--- src/rtl/uart_rx_core.sv ---
// uart_rx_core: 8N1 UART receiver with 16x oversampling and mid-bit sampling.
// Emits a byte with a one-cycle ready strobe, or a one-cycle framing-error strobe.
module uart_rx_core #(
    parameter int BAUD_RATE  = 115200,
    parameter int CLOCK_RATE = 50000000
) (
    input  logic       clk_rx,
    input  logic       rst_clk_rx,
    input  logic       rxd_i,
    output logic [7:0] rx_data,
    output logic       rx_data_rdy,
    output logic       frm_err,
    output logic       rx_busy
);
    localparam int OVERSAMPLE_DIV = (CLOCK_RATE + BAUD_RATE * 8) / (BAUD_RATE * 16);
    localparam int DW = OVERSAMPLE_DIV > 1 ? $clog2(OVERSAMPLE_DIV) : 1;
    localparam logic [DW-1:0] DIV_MAX = DW'(OVERSAMPLE_DIV - 1);

    generate
        if (OVERSAMPLE_DIV < 1) begin : g_bad_div
            $error("uart_rx_core: CLOCK_RATE too low for 16x oversampling of BAUD_RATE");
        end
    endgenerate

    typedef enum logic [2:0] {WAIT_HI, IDLE, START, DATA, STOP} state_t;

    state_t        state;
    logic          rxd_m, rxd_s;
    logic [DW-1:0] div_cnt;
    logic          x16_tick;
    logic [3:0]    os_cnt;
    logic [2:0]    bit_cnt;
    logic [7:0]    shift_reg;

    always_ff @(posedge clk_rx or negedge rst_clk_rx) begin
        if (!rst_clk_rx) begin
            rxd_m <= 1'b1;
            rxd_s <= 1'b1;
        end else begin
            rxd_m <= rxd_i;
            rxd_s <= rxd_m;
        end
    end

    assign x16_tick = (div_cnt == DIV_MAX);

    always_ff @(posedge clk_rx or negedge rst_clk_rx) begin
        if (!rst_clk_rx) div_cnt <= '0;
        else div_cnt <= x16_tick ? '0 : div_cnt + 1'b1;
    end

    always_ff @(posedge clk_rx or negedge rst_clk_rx) begin
        if (!rst_clk_rx) begin
            state       <= WAIT_HI;
            os_cnt      <= '0;
            bit_cnt     <= '0;
            shift_reg   <= '0;
            rx_data     <= '0;
            rx_data_rdy <= 1'b0;
            frm_err     <= 1'b0;
            rx_busy     <= 1'b0;
        end else begin
            rx_data_rdy <= 1'b0;
            frm_err     <= 1'b0;
            case (state)
                WAIT_HI: if (rxd_s) state <= IDLE;
                IDLE: if (!rxd_s) begin
                    state   <= START;
                    os_cnt  <= '0;
                    rx_busy <= 1'b1;
                end
                START: if (x16_tick) begin
                    if (os_cnt != 4'd7) os_cnt <= os_cnt + 1'b1;
                    else if (!rxd_s) begin
                        state   <= DATA;
                        os_cnt  <= '0;
                        bit_cnt <= '0;
                    end else begin
                        state   <= IDLE;
                        rx_busy <= 1'b0;
                    end
                end
                DATA: if (x16_tick) begin
                    // os_cnt wraps 15 -> 0 on the sampling tick
                    os_cnt <= os_cnt + 1'b1;
                    if (os_cnt == 4'd15) begin
                        shift_reg <= {rxd_s, shift_reg[7:1]};
                        bit_cnt   <= bit_cnt + 1'b1;
                        if (bit_cnt == 3'd7) state <= STOP;
                    end
                end
                STOP: if (x16_tick) begin
                    os_cnt <= os_cnt + 1'b1;
                    if (os_cnt == 4'd15) begin
                        rx_busy <= 1'b0;
                        if (rxd_s) begin
                            state       <= IDLE;
                            rx_data     <= shift_reg;
                            rx_data_rdy <= 1'b1;
                        end else begin
                            state   <= WAIT_HI;
                            frm_err <= 1'b1;
                        end
                    end
                end
                default: state <= WAIT_HI;
            endcase
        end
    end
endmodule

--- config.mk ---
export PLATFORM = sky130hd
export DESIGN_NAME = uart_rx_core
export DESIGN_NICKNAME = d
export VERILOG_FILES = /design/src/rtl/uart_rx_core.sv
export SDC_FILE = /design/constraint.sdc
export NUM_CORES = 1
export LEC_CHECK = 0
export CORE_ASPECT_RATIO = 0.75
export CORE_MARGIN = 5
export CORE_UTILIZATION = 35
export DETAILED_ROUTE_END_ITERATION = 10
export PLACE_DENSITY_LB_ADDON = 0.15
export SYNTH_ARGS = -nofsm -noshare
export SYNTH_HDL_FRONTEND = slang
export SYNTH_SLANG_ARGS = --single-unit
--- constraint.sdc ---
create_clock -name clk_rx -period 5.05 [get_ports clk_rx]
set_input_delay 0.7575 -clock clk_rx [delete_from_list [all_inputs] [get_ports clk_rx]]
set_output_delay 0.7575 -clock clk_rx [all_outputs]
set_load 0.005 [all_outputs]
Word-level counts from Yosys, hierarchy flattened. Cells that the tools add are included.

Equal/unequal tests: 20. $add $sub $neg: 3. Muxes and demuxes: 39. Reduce and logical (&&, ||, !) cells: 11.

Operators by type and width (count): 3-bit two-way mux (14); 2-bit != test (second input constant) (11); 4-bit two-way mux (4); 1-bit two-way mux (15); 3-bit case mux with 5 select lines (1); 4-bit case mux with 3 select lines (1); 9-bit AND reduction (1); 7-bit AND reduction (1); 3-bit by 2-bit equality test with 1-bit output (second input constant) (2); 3-bit equality test (second input constant) (2); 3-bit case mux with 2 select lines (1); 3-bit AND reduction (2); 6-bit AND reduction (1); 3-bit nonzero test (2); 5-bit by 1-bit adder with 5-bit output (second input constant) (1); 5-bit equality test (second input constant) (1); 5-bit two-way mux (1); 4-bit by 1-bit adder with 4-bit output (second input constant) (1); 4-bit equality test (second input constant) (1); 4-bit by 3-bit != test with 1-bit output (second input constant) (1); 4-bit AND reduction (1); 3-bit by 1-bit adder with 3-bit output (second input constant) (1); 3-bit by 1-bit equality test with 1-bit output (second input constant) (1); 3-bit logical NOT (1); other kinds (5) (5).

Register bits: 36.

Logic depth before layout (Yosys ltp). Gate-level depths: netlist (run 1).

Depth in word-level cells: 5. Gate-level depth with buffers: 8. Mapped depth without buffers: 6.

Worst setup path after synthesis (run 1). OpenSTA, ideal clock, no wires.

Path kind: reg-to-reg. Start point: register div_cnt[0]. End point: register shift_reg[1]. Clock period less this slack: 1835 ps. Data required time: 4925 ps. Path buffers: 2. Cell stages (with the launch flop): 9. Setup time: 125 ps. Data arrival time: 1709 ps. Slack: 3215 ps. Cell sequence: dfrtp_1 inv_1 ha_1 and4b_1 and3_1 buf_6 and3_4 buf_6 mux2_4.

Longest elaborated chain between the ends: 2.

Ends and longest elaborated chain: from (decl) (line 29) `logic [DW-1:0] div_cnt;`; from (signal assigned) (line 49) `else div_cnt <= x16_tick ? '0 : div_cnt + 1'b1;`; 5-bit equality test (line 45) `assign x16_tick = (div_cnt == DIV_MAX);`; 3-bit AND reduction (no source line); to (signal assigned) (line 87) `shift_reg <= {rxd_s, shift_reg[7:1]};`; to (decl) (line 33) `logic [7:0] shift_reg;`.

No other way between the ends. A chain may end at the register's enable or synchronous reset.

Worst setup path after layout (run 1).
Start point: register div_cnt[0]. End point: register shift_reg[0].

Same word-level chain as after synthesis.

==> impl_metrics.tcl, run 1 <==
set metrics [dict create \
    avgSynthCellArea_um2 12.14 \
    clk_pin_slew_ns 0.07 \
    finalSetupViolCount 0 \
    drive_gt1_frac 0.1987 \
    synth.cell_area_mm2 0.001724 \
    start_util 0.3559 \
    num_rows 22 \
    clock_path_buffers 2 \
    routedLengthMet1_mm 1.572 \
    grt_pass1_wl_mm 5.161 \
    final_cell_mix "34 x dfrtp_1, 13 x clkdlybuf4s50_1, 11 x nor2_1, 11 x mux2_2" \
    first_global_vias 1098 \
    synth_cells 142 \
    ios 14 \
    place_congestion 0.8918 \
    yosysUniqueCellTypes 40 \
    synthXorXnorAreaFrac 0.02032 \
    worst_slew_pin_slew_ns 0.5279 \
    post_drt_wl_per_cell_um 14.23 \
    pwr-share-clk 0.381 \
    cts-resized-gates 0 \
    pwr-share-comb 0.047 \
    rsz0062_at_grt "false" \
    clkLatencyLatePin_ns 0.28 \
    slew_headroom 0.6390 \
    antenna_left 0 \
    fin_ws_ns 2.801 \
    antenna_found_initial 0 \
    cp-start-kind "flop" \
    leakage_uw 0.0008625 \
    synthAdderAreaFrac 0.03628 \
    top_layer "met4" \
    power_density_mw_per_mm2 271.1 \
    fp.dieH_um 70.79 \
    final_common_cell "dfrtp_1" \
    p_seq_frac 0.572 \
    synthMuxAreaShare 0.1328 \
    drc 0 \
    crit_arrival_ns 2.42 \
    antenna_cells 0 \
    core_mm2 0.004845 \
    power_switching_uw 116.9 \
    cp_data_required_time_ns 5.22 \
    synthArstFlopShare 1.000 \
    cts.sinks 36 \
    cts_buffers 5 \
    timing.fmax_mhz 444.7 \
    ys_seq_area_frac 0.5239 \
    ctsHoldBuffers 0 \
    finalWirelength_mm 3.074 \
    drtIter0Drc 50 \
    cp-end-kind "flop" \
    portBuffers 13 \
    slew_violations 0 \
    ys_seq_elements 36 \
    crit_type "reg2reg" \
    cts_tree "yes" \
    die_area_mm2 0.006445 \
    die_w_um 91.05 \
    place_ws_ns 2.833 \
    vdd_drop_max_mv 0.1098 \
    viasPerCell 5.255 \
    first_pass_iters 4 \
    p_int_uw 417.3 \
    fin_crit_sh 0.4453 \
    min_period_ns 2.249 \
    hpwl_mm 2.173 \
    wl_met3_um 212 \
    grt_max_degree 37 \
    syn2layout_area_growth_pct 14.30 \
    yosysWarnings 0 \
    synth-simple-area-share 0.1422 \
    status "finished clean" \
    swShare 0.2188 \
    cap_violations 0 \
    cts_setup_buffers 0 \
    finalHoldViolCount 0 \
    cp_max_fo 11 \
    gr-usage-all-layers 0.1000 \
    vias 1135 \
    dr_wl_met2_mm 1.225 \
    synth_top_family_by_area "simple AND/OR/NAND/NOR gates" \
    nets 163 \
    min_path_type "reg2reg" \
    synth-edff-count 0 \
    finalSetupTns_ns 0 \
    cts-root-buf "clkbuf_8" \
    htreeDepth 2 \
    fin_worst_skew_ns 0.004862 \
    syn_nets 150 \
    synth-compound-area-share 0.1009 \
    overflow 0 \
    synthFlopType "dfrtp_1" \
]
==> cells in the mapped netlist, drive strengths merged (3+ instances only) <==
library cell | instances | area, µm²
and3 | 3 | 23.77
xnor2 | 3 | 26.28
inv | 5 | 18.77
ha | 5 | 62.56
nand3 | 8 | 45.04
nand2 | 3 | 11.26
dfrtp | 34 | 850.8
a22o | 6 | 52.55
o21ai | 4 | 20.02
buf | 6 | 48.79
a31oi | 3 | 18.77
nor2 | 11 | 41.29
mux2 | 18 | 229.0
a21oi | 5 | 25.02
==> cells by family (layout without fill, tap and decap cells) <==
| group | count (synthesis) | count (layout) |
|---|---|---|
| fa+ha+maj | 5 | 5 |
| mux | 18 | 18 |
| compound gates | 25 | 25 |
| flops | 36 | 36 |
| buf+inv | 13 | 27 |
| simple gates | 41 | 41 |
| xor+xnor | 4 | 4 |
==> power groups by stage <==
stage	clock (µW)	combinational, µW	sequential [µW]
finish	203	25.2	306
global route	226	29.5	306
CTS	216	26.1	305
detailed placement	0	25.9	310
global placement	0	25.7	310
floorplan	0	21.2	302
==> routing by layer <==
| layer | vias up | GRT usage |
|---|---|---|
| li1 | 545 | - |
| met5 | - | 0 |
| met2 | 30 | 0.1336 |
| met4 | 0 | 0.04886 |
| met3 | 8 | 0.04570 |
| met1 | 552 | 0.1359 |
==> cell type report <==
type,count,area [µm²]
fillers,460,2874
flip-flops and latches,36,903.4
multi-input cells,93,745.7
repair buffers,14,137.6
clock buffers,8,90.09
well taps,60,75.07
inverters,5,18.77
==> critical path, cell delays in order (launching register included) <==
cell and delay (ns):
dfrtp_1 0.40, inv_1 0.07, ha_1 0.17, and4b_1 0.45, and3_1 0.34, and3_4 0.34
mux2_2 0.35
==> through the flow <==
| stage | cell area [µm²] | std cells | power, µW | hold slack, ns | util |
|---|---|---|---|---|---|
| 6_report | 1971 | 216 | 534.2 | 0.3557 | 0.4068 |
| 5_1_grt | 1971 | 216 | 561.5 | 0.3655 | 0.4068 |
| 4_1_cts | 1971 | 216 | 546.8 | 0.3567 | 0.4068 |
| 3_5_place_dp | 1881 | 208 | 336.4 | 0.3468 | 0.3882 |
| 3_3_place_gp | 1881 | 208 | 336.2 | 0.3486 | 0.3882 |
| 2_1_floorplan | 1724 | 142 | 323.2 | 0.3452 | - |
==> path summary, 6_finish.rpt <==
path                            startpoint           end  slack (ns)  cells past startpoint
worst max-delay path            div_cnt[0]  shift_reg[0]        2.80                      6
worst min-delay path                 rxd_m         rxd_s        0.36                      0
worst max register to register  div_cnt[0]  shift_reg[0]        2.80                      6
worst min register to register       rxd_m         rxd_s        0.36                      0
max in group asynchronous       rst_clk_rx         rxd_s        3.82                      2
min in group asynchronous       rst_clk_rx     os_cnt[3]        0.89                      2
Note: power is estimated with default switching activity, not from simulation.
==> run 2, diff against run 1 <==
Clock period 5.05 ns to 1.9 ns, I/O delays scaled along.
==> run 2 against run 1 <==
Effect of this change: maximum frequency increased by 23%; utilization increased by 2.3 points; cell area increased by 5.7%; count of clock-buffer cells in the layout decreased by 1; combinational power increased to 2.9 times the previous value; via count increased by 3.4%; critical path type unchanged; critical endpoint unchanged.
==> impl_metrics.tcl, run 2 (synthesized netlist as in run 1, its figures left out) <==
set metrics [dict create \
    r2r_start "div_cnt[0]" \
    slew_violations 0 \
    drtIter0Drc 97 \
    vdd_drop_max_mv 0.3008 \
    drc 0 \
    num_rows 22 \
    grt_pass1_wl_mm 5.499 \
    worst_slew_pin_slew_ns 0.4858 \
    holdWs_ns 0.3589 \
    first_pass_iters 4 \
    cp-end-kind "flop" \
    core_mm2 0.004845 \
    min_period_ns 1.835 \
    cts_tree "yes" \
    start_util 0.3559 \
    crit_arrival_ns 2.00 \
    vias 1174 \
    rsz0062_at_grt "true" \
    fin_worst_skew_ns 0.004364 \
    cts-root-buf "clkbuf_8" \
    cp_data_required_time_ns 2.07 \
    leakage_uw 0.0009288 \
    htreeDepth 2 \
    clkLatencyLatePin_ns 0.28 \
    finalHoldViolCount 0 \
    clock_path_buffers 2 \
    portBuffers 13 \
    antenna_cells 0 \
    final_cells 227 \
    cp_max_fo 6 \
    final_util 0.4298 \
    r2r_setup_slack_ns 0.06 \
    ios 14 \
    fin_crit_sh 0.9659 \
    fin_ws_ns 0.06475 \
    die_area_mm2 0.006445 \
    hpwl_mm 2.290 \
    die_w_um 91.05 \
    clk_pin_slew_ns 0.07 \
    multiInputGateArea_um2 764.5 \
    post_drt_wl_per_cell_um 14.89 \
    gr-usage-all-layers 0.1067 \
    overflow 0 \
    cts.sinks 36 \
    place_inst 216 \
    drive_gt1_frac 0.2874 \
    crit_start "div_cnt[0]" \
    grt_max_degree 37 \
    final_common_cell "dfrtp_1" \
    antenna_left 0 \
    cp-start-kind "flop" \
    final_cell_mix "34 x dfrtp_1, 13 x clkdlybuf4s50_1, 11 x nor2_1, 11 x mux2_2, 11 x buf_4" \
    finalSetupViolCount 0 \
    critPathCapture "shift_reg[0]" \
    fp.dieH_um 70.79 \
    viasPerCell 5.172 \
    cts_buffers 5 \
    worstReg2RegEnd "shift_reg[0]" \
    status "finished clean" \
    place_congestion 0.7976 \
    seq_area_um2 903.4 \
    ctsHoldBuffers 0 \
    cap_violations 0 \
    reg2reg_depth 6 \
    timing.fmax_mhz 544.9 \
    fill_cells 466 \
    antenna_found_initial 0 \
    crit_type "reg2reg" \
    first_global_vias 1134 \
    nets 175 \
    min_path_type "reg2reg" \
    slew_headroom 0.6753 \
    place_ws_ns 0.02720 \
    power_density_mw_per_mm2 703.8 \
    finalWirelength_mm 3.380 \
    finalPower_uw 1465 \
    syn2layout_area_growth_pct 20.75 \
]
==> run 2: changes by cell type in the layout (fill, tap and decap cells not counted), sizes merged <==
cell,delta
and3,+1
buf,+11
clkbuf,-1
==> run 2: per-layer routing <==
metal  GRT usage  wire, µm  vias up
met5           0         0        -
met4     0.03909        27        0
li1            -         -      566
met2      0.1624      1498       30
met3     0.03507       175        4
met1      0.1423      1678      574
==> run 2: how the worst min path moves through the flow <==
stage	slack [ns]	start	endpoint	depth (start not counted)
after global routing	0.36	rxd_m	rxd_s	0
after detailed placement	0.35	rxd_m	rxd_s	0
after global placement	0.35	rxd_m	rxd_s	0
after floorplan	-0.01	rst_clk_rx	bit_cnt[0]	0
after CTS	0.36	rxd_m	rxd_s	0
final	0.36	rxd_m	rxd_s	0
==> run 2: where the power goes <==
| part | internal [µW] | switching [µW] | total, µW |
|---|---|---|---|
| combinational | 36.7 | 37.3 | 74.0 |
| sequential | 779 | 31.1 | 811 |
| clock | 323 | 258 | 581 |
==> run 2: worst max-delay path: stages (launching register included) <==
cell and delay, ns:
dfrtp_1 0.37, inv_1 0.06, ha_2 0.17, and4b_1 0.25, and3_2 0.25, and3_4 0.27
mux2_2 0.34
==> run 2: repair_timing <==
action / 4_1_cts / 5_1_grt
endpoints found under the setup margin: 0 / 13
resized for setup: 0 / 6
endpoints found under the hold margin: 0 / 0
buffers inserted: 0 / 3
==> run 2: stage by stage <==
| step | setup TNS, ns | cell area [µm²] |
|---|---|---|
| after floorplan | 0 | 1724 |
| after global placement | 0 | 1941 |
| after detailed placement | 0 | 1941 |
| after CTS | 0 | 2037 |
| after global routing | -0.04163 | 2082 |
| final | 0 | 2082 |
==> run 2: area by class of cell <==
type	count	share of cell area
clock buffer	7	0.04627
timing repair buffer	25	0.1076
multi-input combinational	94	0.3672
sequential	36	0.4339
inverter	5	0.009014
tap	60	0.03606
==> run 3, diff against run 2 <==
Settings changed: CAP_MARGIN from default to 20, GPL_TIMING_DRIVEN from default to 0.
==> run 3 against run 2 <==
Effect of this change: the flow now finishes with violations (negative setup slack); utilization shrank 0.18 points; clock power shrank 13%; combinational power grew 28%; register-to-register slack lost 0.07 ns; first-iteration DRC count shrank 33%; final cell count shrank 0.44%; die area is the same; maximum frequency shrank 3.6%; clock skew grew 0.0020 ns; count of clock-buffer cells in the layout shrank 1; setup slack lost 0.069 ns.
==> impl_metrics.tcl, run 3 (synthesized netlist as in run 1, its figures left out) <==
set metrics [dict create \
    min_path_type "in2async" \
    viasPerCell 5.261 \
    cp-end-kind "flop" \
    crit_start "div_cnt[0]" \
    cp_max_fo 6 \
    crit_type "reg2reg" \
    gr-usage-all-layers 0.1114 \
    timing.fmax_mhz 525.3 \
    reg2reg_depth 8 \
    overflow 0 \
    ios 14 \
    die_w_um 91.05 \
    final_common_cell "dfrtp_1" \
    fin_ws_ns -0.003854 \
    cts.sinks 36 \
    violations "negative setup slack" \
    stdcell_area_mm2 0.002073 \
    place_area_mm2 0.001924 \
    antenna_left 0 \
    cts_buffers 5 \
    hpwl_mm 2.300 \
    worstReg2RegEnd "shift_reg[1]" \
    r2r_setup_slack_ns -0.004 \
    first_pass_iters 4 \
    drive_gt1_frac 0.2771 \
    fp.dieH_um 70.79 \
    clock_path_buffers 2 \
    num_rows 22 \
    worst_slew_pin_slew_ns 0.7949 \
    clk_pin_slew_ns 0.07 \
    finalWirelength_mm 3.415 \
    slew_violations 0 \
    first_global_vias 1205 \
    antenna_cells 0 \
    r2r_start "div_cnt[0]" \
    cts_tree "yes" \
    vias 1189 \
    syn2layout_area_growth_pct 20.25 \
    start_util 0.3559 \
    ctsHoldBuffers 0 \
    die_area_mm2 0.006445 \
    finalPower_uw 1393 \
    antenna_found_initial 0 \
    grt_pass1_wl_mm 5.733 \
    drtIter0Drc 65 \
    final_util 0.4279 \
    htreeDepth 2 \
    status "finished, violations left" \
    cap_violations 0 \
    cp_data_required_time_ns 2.07 \
    portBuffers 13 \
    slew_headroom 0.4701 \
    place_congestion 0.8089 \
    clkLatencyLatePin_ns 0.29 \
    fin_worst_skew_ns 0.006343 \
    core_mm2 0.004845 \
    crit_arrival_ns 2.08 \
    fin_crit_sh 1.002 \
    min_period_ns 1.904 \
    rsz0062_at_grt "true" \
    post_drt_wl_per_cell_um 15.11 \
    drc 0 \
    finalSetupViolCount 2 \
    vdd_drop_max_mv 0.3405 \
    finalHoldViolCount 0 \
    power_density_mw_per_mm2 671.8 \
    critPathCapture "shift_reg[1]" \
    cts-root-buf "clkbuf_8" \
    grt_max_degree 37 \
    final_cell_mix "34 x dfrtp_1, 12 x clkdlybuf4s50_1, 11 x nor2_1, 11 x mux2_2" \
    nets 174 \
    cp-start-kind "flop" \
    leakage_uw 0.0009191 \
]
-- run 3: changes by cell type in the layout (fill, tap and decap cells not counted), moves of 2 or more --
cell	before	now
buf_4	11	3
buf_2	0	4
and3_2	2	0
clkbuf_1	0	2
clkbuf_8	7	5
-- run 3: critical path: stages (launching register included) --
cell	delay (ns)
dfrtp_1	0.38
inv_1	0.06
ha_2	0.16
and4b_1	0.22
and3_1	0.17
buf_6	0.12
and3_4	0.23
clkbuf_16	0.15
mux2_4	0.29
-- run 3: routing by layer --
layer  track usage  up-vias  wire (µm)
met1        0.1455      599       1713
met4       0.03094        0         23
met5             0        -          0
li1              -      562          -
met3       0.04570        5        152
met2        0.1712       23       1525
-- run 3: area by class of cell --
cell class / instances / area [µm²]
buffer: 8 / 66.31
timing repair buffer: 17 / 172.7
fill: 470 / 2771
inverter: 5 / 18.77
clock buffer: 6 / 72.57
tap: 60 / 75.07
sequential: 36 / 903.4
multi-input combinational: 93 / 759.5
clock inverter: 1 / 5.005
-- run 3: power breakdown --
group          leakage, µW  internal [µW]  switching, µW  total [µW]
sequential        0.000468            780           11.5         791
clock            0.0000410            249            258         507
combinational     0.000410           37.8           56.7        94.5
-- run 3: what timing repair did --
item	4_1_cts	5_1_grt
buffers inserted	2	1
pin swaps	0	2
gates cloned	0	1
gates resized for setup	3	7
endpoints found under the setup margin	11	22
-- run 3: stage by stage --
stage          hold slack, ns  setup slack [ns]  setup TNS [ns]  cells
6_report              0.06602         -0.003854       -0.007159    226
5_1_grt                0.1558          -0.06587         -0.3632    226
4_1_cts                0.1082          -0.01771        -0.08204    224
3_5_place_dp           0.3472          -0.07157         -0.5142    215
3_3_place_gp           0.3475           -0.2659          -9.367    215
2_1_floorplan        -0.01059           0.06540               0    142
-- run 3: worst min-delay path by stage --
stage	end	depth (start not counted)	startpoint	slack, ns
after floorplan	bit_cnt[0]	0	rst_clk_rx	-0.01
after global placement	rxd_s	0	rxd_m	0.35
after detailed placement	rxd_s	0	rxd_m	0.35
after CTS	div_cnt[2]	1	rst_clk_rx	0.11
after global routing	div_cnt[2]	1	rst_clk_rx	0.16
final	div_cnt[2]	1	rst_clk_rx	0.07
==> RTL edit: new RTL, settings of run 1 <==
Encoding of `state_t`: now one-hot (5 bits for 5 states).
--- a/src/rtl/uart_rx_core.sv
+++ b/src/rtl/uart_rx_core.sv
@@ -22,7 +22,7 @@
         end
     endgenerate
 
-    typedef enum logic [2:0] {WAIT_HI, IDLE, START, DATA, STOP} state_t;
+    typedef enum logic [4:0] {WAIT_HI = 5'b00001, IDLE = 5'b00010, START = 5'b00100, DATA = 5'b01000, STOP = 5'b10000} state_t;
 
     state_t        state;
     logic          rxd_m, rxd_s;
Behaviour: same outputs for any inputs over 10 cycles, from zero or initial values and one cycle with rst_clk_rx low; not proved beyond that.
==> RTL edit against run 1 <==
  * Utilization grew 0.56 points
  * Worst setup slack lost 210 ps
  * Sequential cell count up 2
  * Final area rose by 12%
  * Wire length up 24%
  * Hold slack improved by 3.1 ps
  * Area after synthesis is 13% higher
  * Critical path type unchanged
  * Critical endpoint unchanged
  * Largest cell class unchanged
  * Highest routed layer unchanged
Power is not compared: it rests on default switching activity, and its combinational part moved more than twofold at a synthesized area within 25%.
==> RTL edit: results (changes against run 1) <==
- DR iter-0 viols: 76 (+52%)
- Post-route insts no fill: 260 (+20%)
- Pre-CTS setup slack: 2510 ps (-324 ps)
- Pin count of the biggest net entering global routing: 39 (+5.4%)
- Synth Warn #: 0 (unchanged)
- Synth area leaders: dfrtp_1 45%, mux2_2 9.3%, dfstp_2 4.1%
- GP Congestion: 0.846 (-5.1%)
- Post-synthesis compound-gate area fraction: 13.2% (+3.1 points)
- Sequential area share after synthesis: 49.2% (-3.2 points)
- Prevailing post-synth register cell: dfrtp_1
- Worst clock skew: 4.54 ps (-0.325 ps)
- Inst Count DP: 252 (+21%)
- Vias in the first global route: 1417 (+29%)
- Critical path's top delay family: simple AND/OR/NAND/NOR gates
- Avg Inst Size Synth: 11.3 µm² (-6.5%)
- Net Count, Synth: 179 (+19%)
- CP arrival: 2630 ps (+210 ps)
- Crit-path slowest cell: nor4b_2
- Share of flip-flops with an asynchronous set or reset: 100% (unchanged)
- Distinct cells, synth: 50 (+25%)
- Adder-Cell Fraction of Synth Area: 3.22% (-0.40 points)
- Status: finished clean
- Nets: 192 (+18%)
- Synth cell count leaders: 35 x dfrtp_1, 16 x mux2_2, 13 x nor2_1
- Clock-pin transition on the worst setup and hold timing paths: ~80 ps
- Drt total wl: 3830 µm (+24%)
- Area fraction of the dominant cell type after synthesis: 45.1% (-4.2 points)
- Fraction of layout cells with a size suffix above 1: 21.1% (+1.2 points)
- Post-Synth XOR/XNOR Area: 1.81% (-0.23 points)
- First-pass GRT wire length: 6730 µm (+30%)
- Crit path largest cell delay: 980 ps (+530 ps)
- Total track usage: 12.3% (+2.3 points)
- Fillers: 528 (+15%)
- Slew @ Worst Pin: 1140 ps (+613 ps)
- DP Area: 0.00211 mm² (+12%)
[RTL edit: cell type report]
| type | instances | area, µm² | share of cell area (%) |
|---|---|---|---|
| Timing Repair Buffer | 13 | 125 | 5.67 |
| Sequential cell | 38 | 955 | 43.3 |
| Multi-Input combinational cell | 119 | 912 | 41.3 |
| Inverter | 7 | 26.3 | 1.19 |
| Clock inverter | 2 | 12.5 | 0.567 |
| Tap cell | 75 | 93.8 | 4.25 |
| Clock buffer | 6 | 82.6 | 3.74 |
[RTL edit: power breakdown]
group / leakage, nW / total, mW / internal [mW] / switching, mW
registers: 0.495 / 0.349 / 0.324 / 0.0258
logic: 0.401 / 0.121 / 0.0550 / 0.0658
clock network: 0.0472 / 0.220 / 0.110 / 0.110
total: 0.944 / 0.690 / 0.488 / 0.202
[RTL edit: worst paths after layout]
| check | end | start | cells past startpoint | slack [ps] |
|---|---|---|---|---|
| max reg2reg | shift_reg[0] | state[3] | 3 | 2590 |
| min in group asynchronous | os_cnt[0] | rst_clk_rx | 1 | 580 |
| min | rxd_s | rxd_m | 0 | 360 |
| max in group asynchronous | os_cnt[3] | rst_clk_rx | 1 | 3930 |
| min reg2reg | rxd_s | rxd_m | 0 | 360 |
| max | shift_reg[0] | state[3] | 3 | 2590 |
[RTL edit: logic make-up (layout without fill, tap and decap cells)]
kind of cell / count (synthesis) / after routing
simple gates: 59 / 59
flops: 38 / 38
compound gates: 35 / 35
mux: 16 / 16
buf+inv: 14 / 28
fa+ha+maj: 5 / 5
xor+xnor: 4 / 4
[RTL edit: layer usage]
metal	wire (µm)	vias to the layer above	track usage, %
met5	0	-	0
met4	40	0	4.10
met3	124	4	3.13
met2	1710	30	19.1
met1	1950	682	16.8
li1	-	653	-
